## src/rtl/phase_sequencer.sv

```systemverilog
// phase_sequencer
//   Generates the 5-phase instruction cycle (1 fetch, 2 decode/read,
//   3 execute, 4 memory, 5 write-back) for the multi-cycle processor.
//   Handles run / single-step from the exec push-button, halt from the
//   decoder, memory-wait stalls, a PC breakpoint and a saturating
//   retired-instruction counter.
//
// Ports
//   clk          system clock, all state on rising edge
//   rst          asynchronous reset, active low
//   exec         raw push-button, active low, asynchronous to clk
//   step_mode    1 = one instruction per press, 0 = free run
//   hlt          halt instruction decoded (sampled in phases 2-5)
//   mem_wait     memory not ready (sampled in phases 1 and 4)
//   bp_en        breakpoint enable
//   bp_addr      breakpoint address
//   pc           program counter (already advanced when phase 5 is reached)
//   phase        0 = idle/halted, 1..5 = active phase
//   executing    1 while phase is 1..5
//   halted       sticky halt flag, cleared by a press
//   brk_hit      one-cycle pulse when the breakpoint stops execution
//   instr_count  retired instructions, saturating, cleared only by reset
module phase_sequencer #(
   parameter int unsigned CNT_W = 16,
   parameter int unsigned PC_W  = 16
) (
   input  logic             clk,
   input  logic             rst,
   input  logic             exec,
   input  logic             step_mode,
   input  logic             hlt,
   input  logic             mem_wait,
   input  logic             bp_en,
   input  logic [PC_W-1:0]  bp_addr,
   input  logic [PC_W-1:0]  pc,
   output logic [2:0]       phase,
   output logic             executing,
   output logic             halted,
   output logic             brk_hit,
   output logic [CNT_W-1:0] instr_count
);

   typedef enum logic [1:0] {
      ST_IDLE = 2'd0,
      ST_RUN  = 2'd1,
      ST_HALT = 2'd2
   } state_t;

   state_t           state, state_nxt;
   logic [2:0]       phase_nxt;
   logic             brk_nxt;
   logic [CNT_W-1:0] cnt_nxt;
   logic             step_lat, step_nxt;
   logic             stop_req, stop_nxt;
   logic             hlt_seen, hlt_nxt;

   // Button synchronizer plus one delay flop; idle level is 1 (released)
   logic s1, s2, s3;
   logic press;

   always_ff @(posedge clk or negedge rst) begin
      if (!rst) begin
         s1 <= 1'b1;
         s2 <= 1'b1;
         s3 <= 1'b1;
      end else begin
         s1 <= exec;
         s2 <= s1;
         s3 <= s2;
      end
   end

   // One-cycle pulse per synchronized falling edge of exec
   assign press = s3 & ~s2;

   always_comb begin
      state_nxt = state;
      phase_nxt = phase;
      brk_nxt   = 1'b0;
      cnt_nxt   = instr_count;
      step_nxt  = step_lat;
      stop_nxt  = stop_req;
      hlt_nxt   = hlt_seen;

      unique case (state)
         ST_IDLE: begin
            if (press) begin
               state_nxt = ST_RUN;
               phase_nxt = 3'd1;
               step_nxt  = step_mode;
            end
         end

         ST_RUN: begin
            if (press)
               stop_nxt = 1'b1;
            if (hlt && (phase >= 3'd2))
               hlt_nxt = 1'b1;

            case (phase)
               3'd1, 3'd4: begin
                  if (!mem_wait)
                     phase_nxt = phase + 3'd1;
               end
               3'd2, 3'd3: begin
                  phase_nxt = phase + 3'd1;
               end
               3'd5: begin
                  // Leaving write-back: retire, clear per-instruction flags,
                  // then pick the destination by priority.
                  stop_nxt = 1'b0;
                  hlt_nxt  = 1'b0;
                  if (instr_count != '1)
                     cnt_nxt = instr_count + CNT_W'(1);

                  if (hlt_seen || hlt) begin
                     state_nxt = ST_HALT;
                     phase_nxt = 3'd0;
                  end else if (bp_en && (pc == bp_addr)) begin
                     state_nxt = ST_IDLE;
                     phase_nxt = 3'd0;
                     brk_nxt   = 1'b1;
                  end else if (step_lat || stop_req || press) begin
                     state_nxt = ST_IDLE;
                     phase_nxt = 3'd0;
                  end else begin
                     phase_nxt = 3'd1;
                  end
               end
               default: begin
                  // Unreachable phase encoding: fall back to idle
                  state_nxt = ST_IDLE;
                  phase_nxt = 3'd0;
                  stop_nxt  = 1'b0;
                  hlt_nxt   = 1'b0;
               end
            endcase
         end

         ST_HALT: begin
            // Press only clears the halt; a further press starts execution
            if (press)
               state_nxt = ST_IDLE;
         end

         default: begin
            state_nxt = ST_IDLE;
            phase_nxt = 3'd0;
         end
      endcase
   end

   always_ff @(posedge clk or negedge rst) begin
      if (!rst) begin
         state       <= ST_IDLE;
         phase       <= '0;
         executing   <= 1'b0;
         halted      <= 1'b0;
         brk_hit     <= 1'b0;
         instr_count <= '0;
         step_lat    <= 1'b0;
         stop_req    <= 1'b0;
         hlt_seen    <= 1'b0;
      end else begin
         state       <= state_nxt;
         phase       <= phase_nxt;
         executing   <= (phase_nxt != 3'd0);
         halted      <= (state_nxt == ST_HALT);
         brk_hit     <= brk_nxt;
         instr_count <= cnt_nxt;
         step_lat    <= step_nxt;
         stop_req    <= stop_nxt;
         hlt_seen    <= hlt_nxt;
      end
   end

endmodule

```

## config.mk

```make
export PLATFORM = sky130hd
export DESIGN_NAME = phase_sequencer
export DESIGN_NICKNAME = d
export VERILOG_FILES = /design/src/rtl/phase_sequencer.sv
export SDC_FILE = /design/constraint.sdc
export NUM_CORES = 1
export LEC_CHECK = 0
export ABC_AREA = 1
export CORE_UTILIZATION = 48
export DETAILED_ROUTE_END_ITERATION = 12
export PLACE_DENSITY = 0.81
export SYNTH_ARGS = -nofsm -noshare
export SYNTH_HDL_FRONTEND = slang
export SYNTH_SLANG_ARGS = --single-unit
```

## constraint.sdc

```tcl
create_clock -name clk -period 2.3 [get_ports clk]
set_input_delay 0.345 -clock clk [delete_from_list [all_inputs] [get_ports clk]]
set_output_delay 0.345 -clock clk [all_outputs]
set_load 0.02 [all_outputs]
```

==> results_dict.tcl <==
set metrics [dict create \
    antenna_cells 0 \
    pwr_density_cell_nw_per_um2 601 \
    postSynthAreaPerCell_um2 6.68 \
    cts_sinks 30 \
    post-route-drc-count 0 \
    rows 23 \
    synth_area_um2 2090 \
    die_area_um2 4620 \
    ctsResizeCount 0 \
    dr.pass1.iters 5 \
    multi_input_comb_area_um2 1110 \
    ys.flop_type "dfrtp_1" \
    slew_headroom 0.753 \
    cts_tree "done" \
    port_buffers 60 \
    ir_drop_v 0.000547 \
    worst_ep_required_time_ns 2.50 \
    status "completed" \
    hold_slack_ns 0.358 \
    cp.arrival_ns 2.06 \
    yosys-top-cells-area "dfrtp_1 32%, nand2_1 20%, inv_1 10%, nor2_1 5.6%, xor2_1 4.2%" \
    numCtsBuffers 5 \
    ys_top_cells_by_count "112 x nand2_1, 56 x inv_1, 31 x nor2_1" \
    grt_max_degree 31 \
    antenna_left 0 \
    holdCritPathClass "flop to flop" \
    clk_latency_ns 0.27 \
    yosysTopAreaCellShare 0.323 \
    start_util 0.512 \
    end_kind "flop" \
    ys_seq_area_frac 0.361 \
    fmax_mhz 536 \
    regArea_um2 754 \
    cts.path.max_buffers 2 \
    synth-simple-area-share 0.397 \
    setup_viol 0 \
    period_minus_slack_ns 1.87 \
    final-hold-violation-count 0 \
    core_um2 4090 \
    grt_pass1_vias 1906 \
    vias_per_cell 4.89 \
    die_w_um 68 \
    tightest_slew_ns 0.371 \
    dp_hpwl_mm 3.82 \
    clkSlewWorstSetupHoldPaths_ns 0.06 \
    wl_per_cell_um 11.1 \
    synth_top_family_by_area "simple AND/OR/NAND/NOR gates" \
    grt_util_all_layers 0.217 \
    yosys_warnings 0 \
    cts_max_level 2 \
    drt_iter0_drc 135 \
    p_leak_nw 1.47 \
    via_count 2109 \
    synth_seq_cells 30 \
    start_kind "flop" \
    ys_async_sr_fraction 1.00 \
    drive_above_1_share 0.0656 \
    overflow 0 \
    grt_pass1_wl_mm 7.62 \
    antenna_found_initial 0 \
    root_buffer "clkbuf_8" \
    postSynthCellCount 313 \
    critPathKind "flop to flop" \
    synth_compound_area_frac 0.0329 \
    fillers 361 \
    period_share 0.811 \
    syn-num-nets 358 \
    cap_viol_max_count 0 \
    cts_setup_buffers 0 \
    postCtsHoldBufs 0 \
    maxSlewViolCount 0 \
    critPathMaxFanout 12 \
    area_growth_pct 35.5 \
    ys_types 25 \
    synth_most_common_cell "nand2_1" \
    rsz0062_at_grt "false" \
    nets 425 \
    boundaryPins 61 \
    tns_ns 0 \
    final.setup_skew_ns 0.00674 \
    synthAdderAreaFrac 0.0359 \
    muxShareOfSynthArea 0.00539 \
    yosysTopAreaCell "dfrtp_1" \
    synth_edf_count 0 \
    die_y_um 68 \
    finalWirelength_mm 4.77 \
    routabilityCongestion 0.943 \
    synth_xor_area_frac 0.0586 \
]
## power breakdown
part           total (mW)  switching, mW  internal, mW  leakage (nW)
sequential          0.672         0.0701         0.602         0.397
combinational       0.640          0.365         0.275          1.03
clock               0.391          0.182         0.209        0.0450
## cells by family after synthesis
| family | count (synthesis) |
|---|---|
| AO/OA/AOI/OAI | 13 |
| XOR/XNOR | 14 |
| adder cells (fa/ha/maj) | 6 |
| buffers and inverters | 59 |
| flip-flops | 30 |
| multiplexers | 1 |
| AND/OR/NAND/NOR | 190 |
## cell type report
| type | instances | share of cell area |
|---|---|---|
| clock inverter | 2 | 0.00353 |
| inverter | 58 | 0.0769 |
| timing repair buffer | 61 | 0.215 |
| tap | 50 | 0.0221 |
| clock buffer | 6 | 0.0256 |
| multi-input combinational | 224 | 0.391 |
| sequential | 30 | 0.266 |
## cells in the final DEF, fill, tap and decap left out, types with 5 or more instances in the layout
| cell type | n |
|---|---|
| a21oi_1 | 6 |
| clkdlybuf4s50_1 | 60 |
| inv_1 | 56 |
| ha_1 | 6 |
| nand2_1 | 112 |
| nor2_1 | 31 |
| nor3_1 | 8 |
| nand4_1 | 9 |
| clkbuf_8 | 5 |
| nand3_1 | 16 |
| dfrtp_1 | 27 |
| xor2_1 | 10 |
## metal layers
layer | track usage | vias up | share of wire
met4 | 0.0495 | 0 | 0.0088
met1 | 0.279 | 948 | 0.46
li1 | - | 1092 | -
met5 | 0 | - | 0
met3 | 0.0483 | 4 | 0.066
met2 | 0.366 | 65 | 0.47
## sequential cells by signal (all words and copies together), names as in the netlist
register	cells
s1	1
phase	3
halted	1
brk_hit	1
s3	1
step_lat	1
s2	1
executing	1
instr_count	16
state	2
stop_req	1
hlt_seen	1
## stage by stage
| step | area, um2 | util | power (mW) | worst slack, ns | cells |
|---|---|---|---|---|---|
| 2_1_floorplan | 2090 | - | 1.07 | 0.507 | 313 |
| 3_3_place_gp | 2750 | 0.673 | 1.30 | 0.486 | 423 |
| 3_5_place_dp | 2750 | 0.673 | 1.32 | 0.445 | 423 |
| 4_1_cts | 2830 | 0.693 | 1.72 | 0.435 | 431 |
| 5_1_grt | 2830 | 0.693 | 1.83 | 0.244 | 431 |
| 6_report | 2830 | 0.693 | 1.70 | 0.434 | 431 |
## worst max-delay path, stage by stage (launching register included)
cell and delay [ns]:
dfrtp_1 0.40, ha_1 0.24, nand3_1 0.15, nor3_2 0.24, nand2_2 0.11, nor2_4 0.11, nand2_2 0.08, nand2_4 0.12
inv_2 0.12, nand2_1 0.09, xor2_1 0.14
## worst paths after layout
| kind | from | to | slack (ns) | cells after the start |
|---|---|---|---|---|
| max in group asynchronous | rst | s2 | 1.52 | 2 |
| min reg2reg | s1 | s2 | 0.36 | 0 |
| max | instr_count[0] | instr_count[12] | 0.43 | 10 |
| min | s1 | s2 | 0.36 | 0 |
| max reg2reg | instr_count[0] | instr_count[12] | 0.43 | 10 |
| min in group asynchronous | rst | instr_count[9] | 0.46 | 2 |
Power figures use the tool's default switching activity.
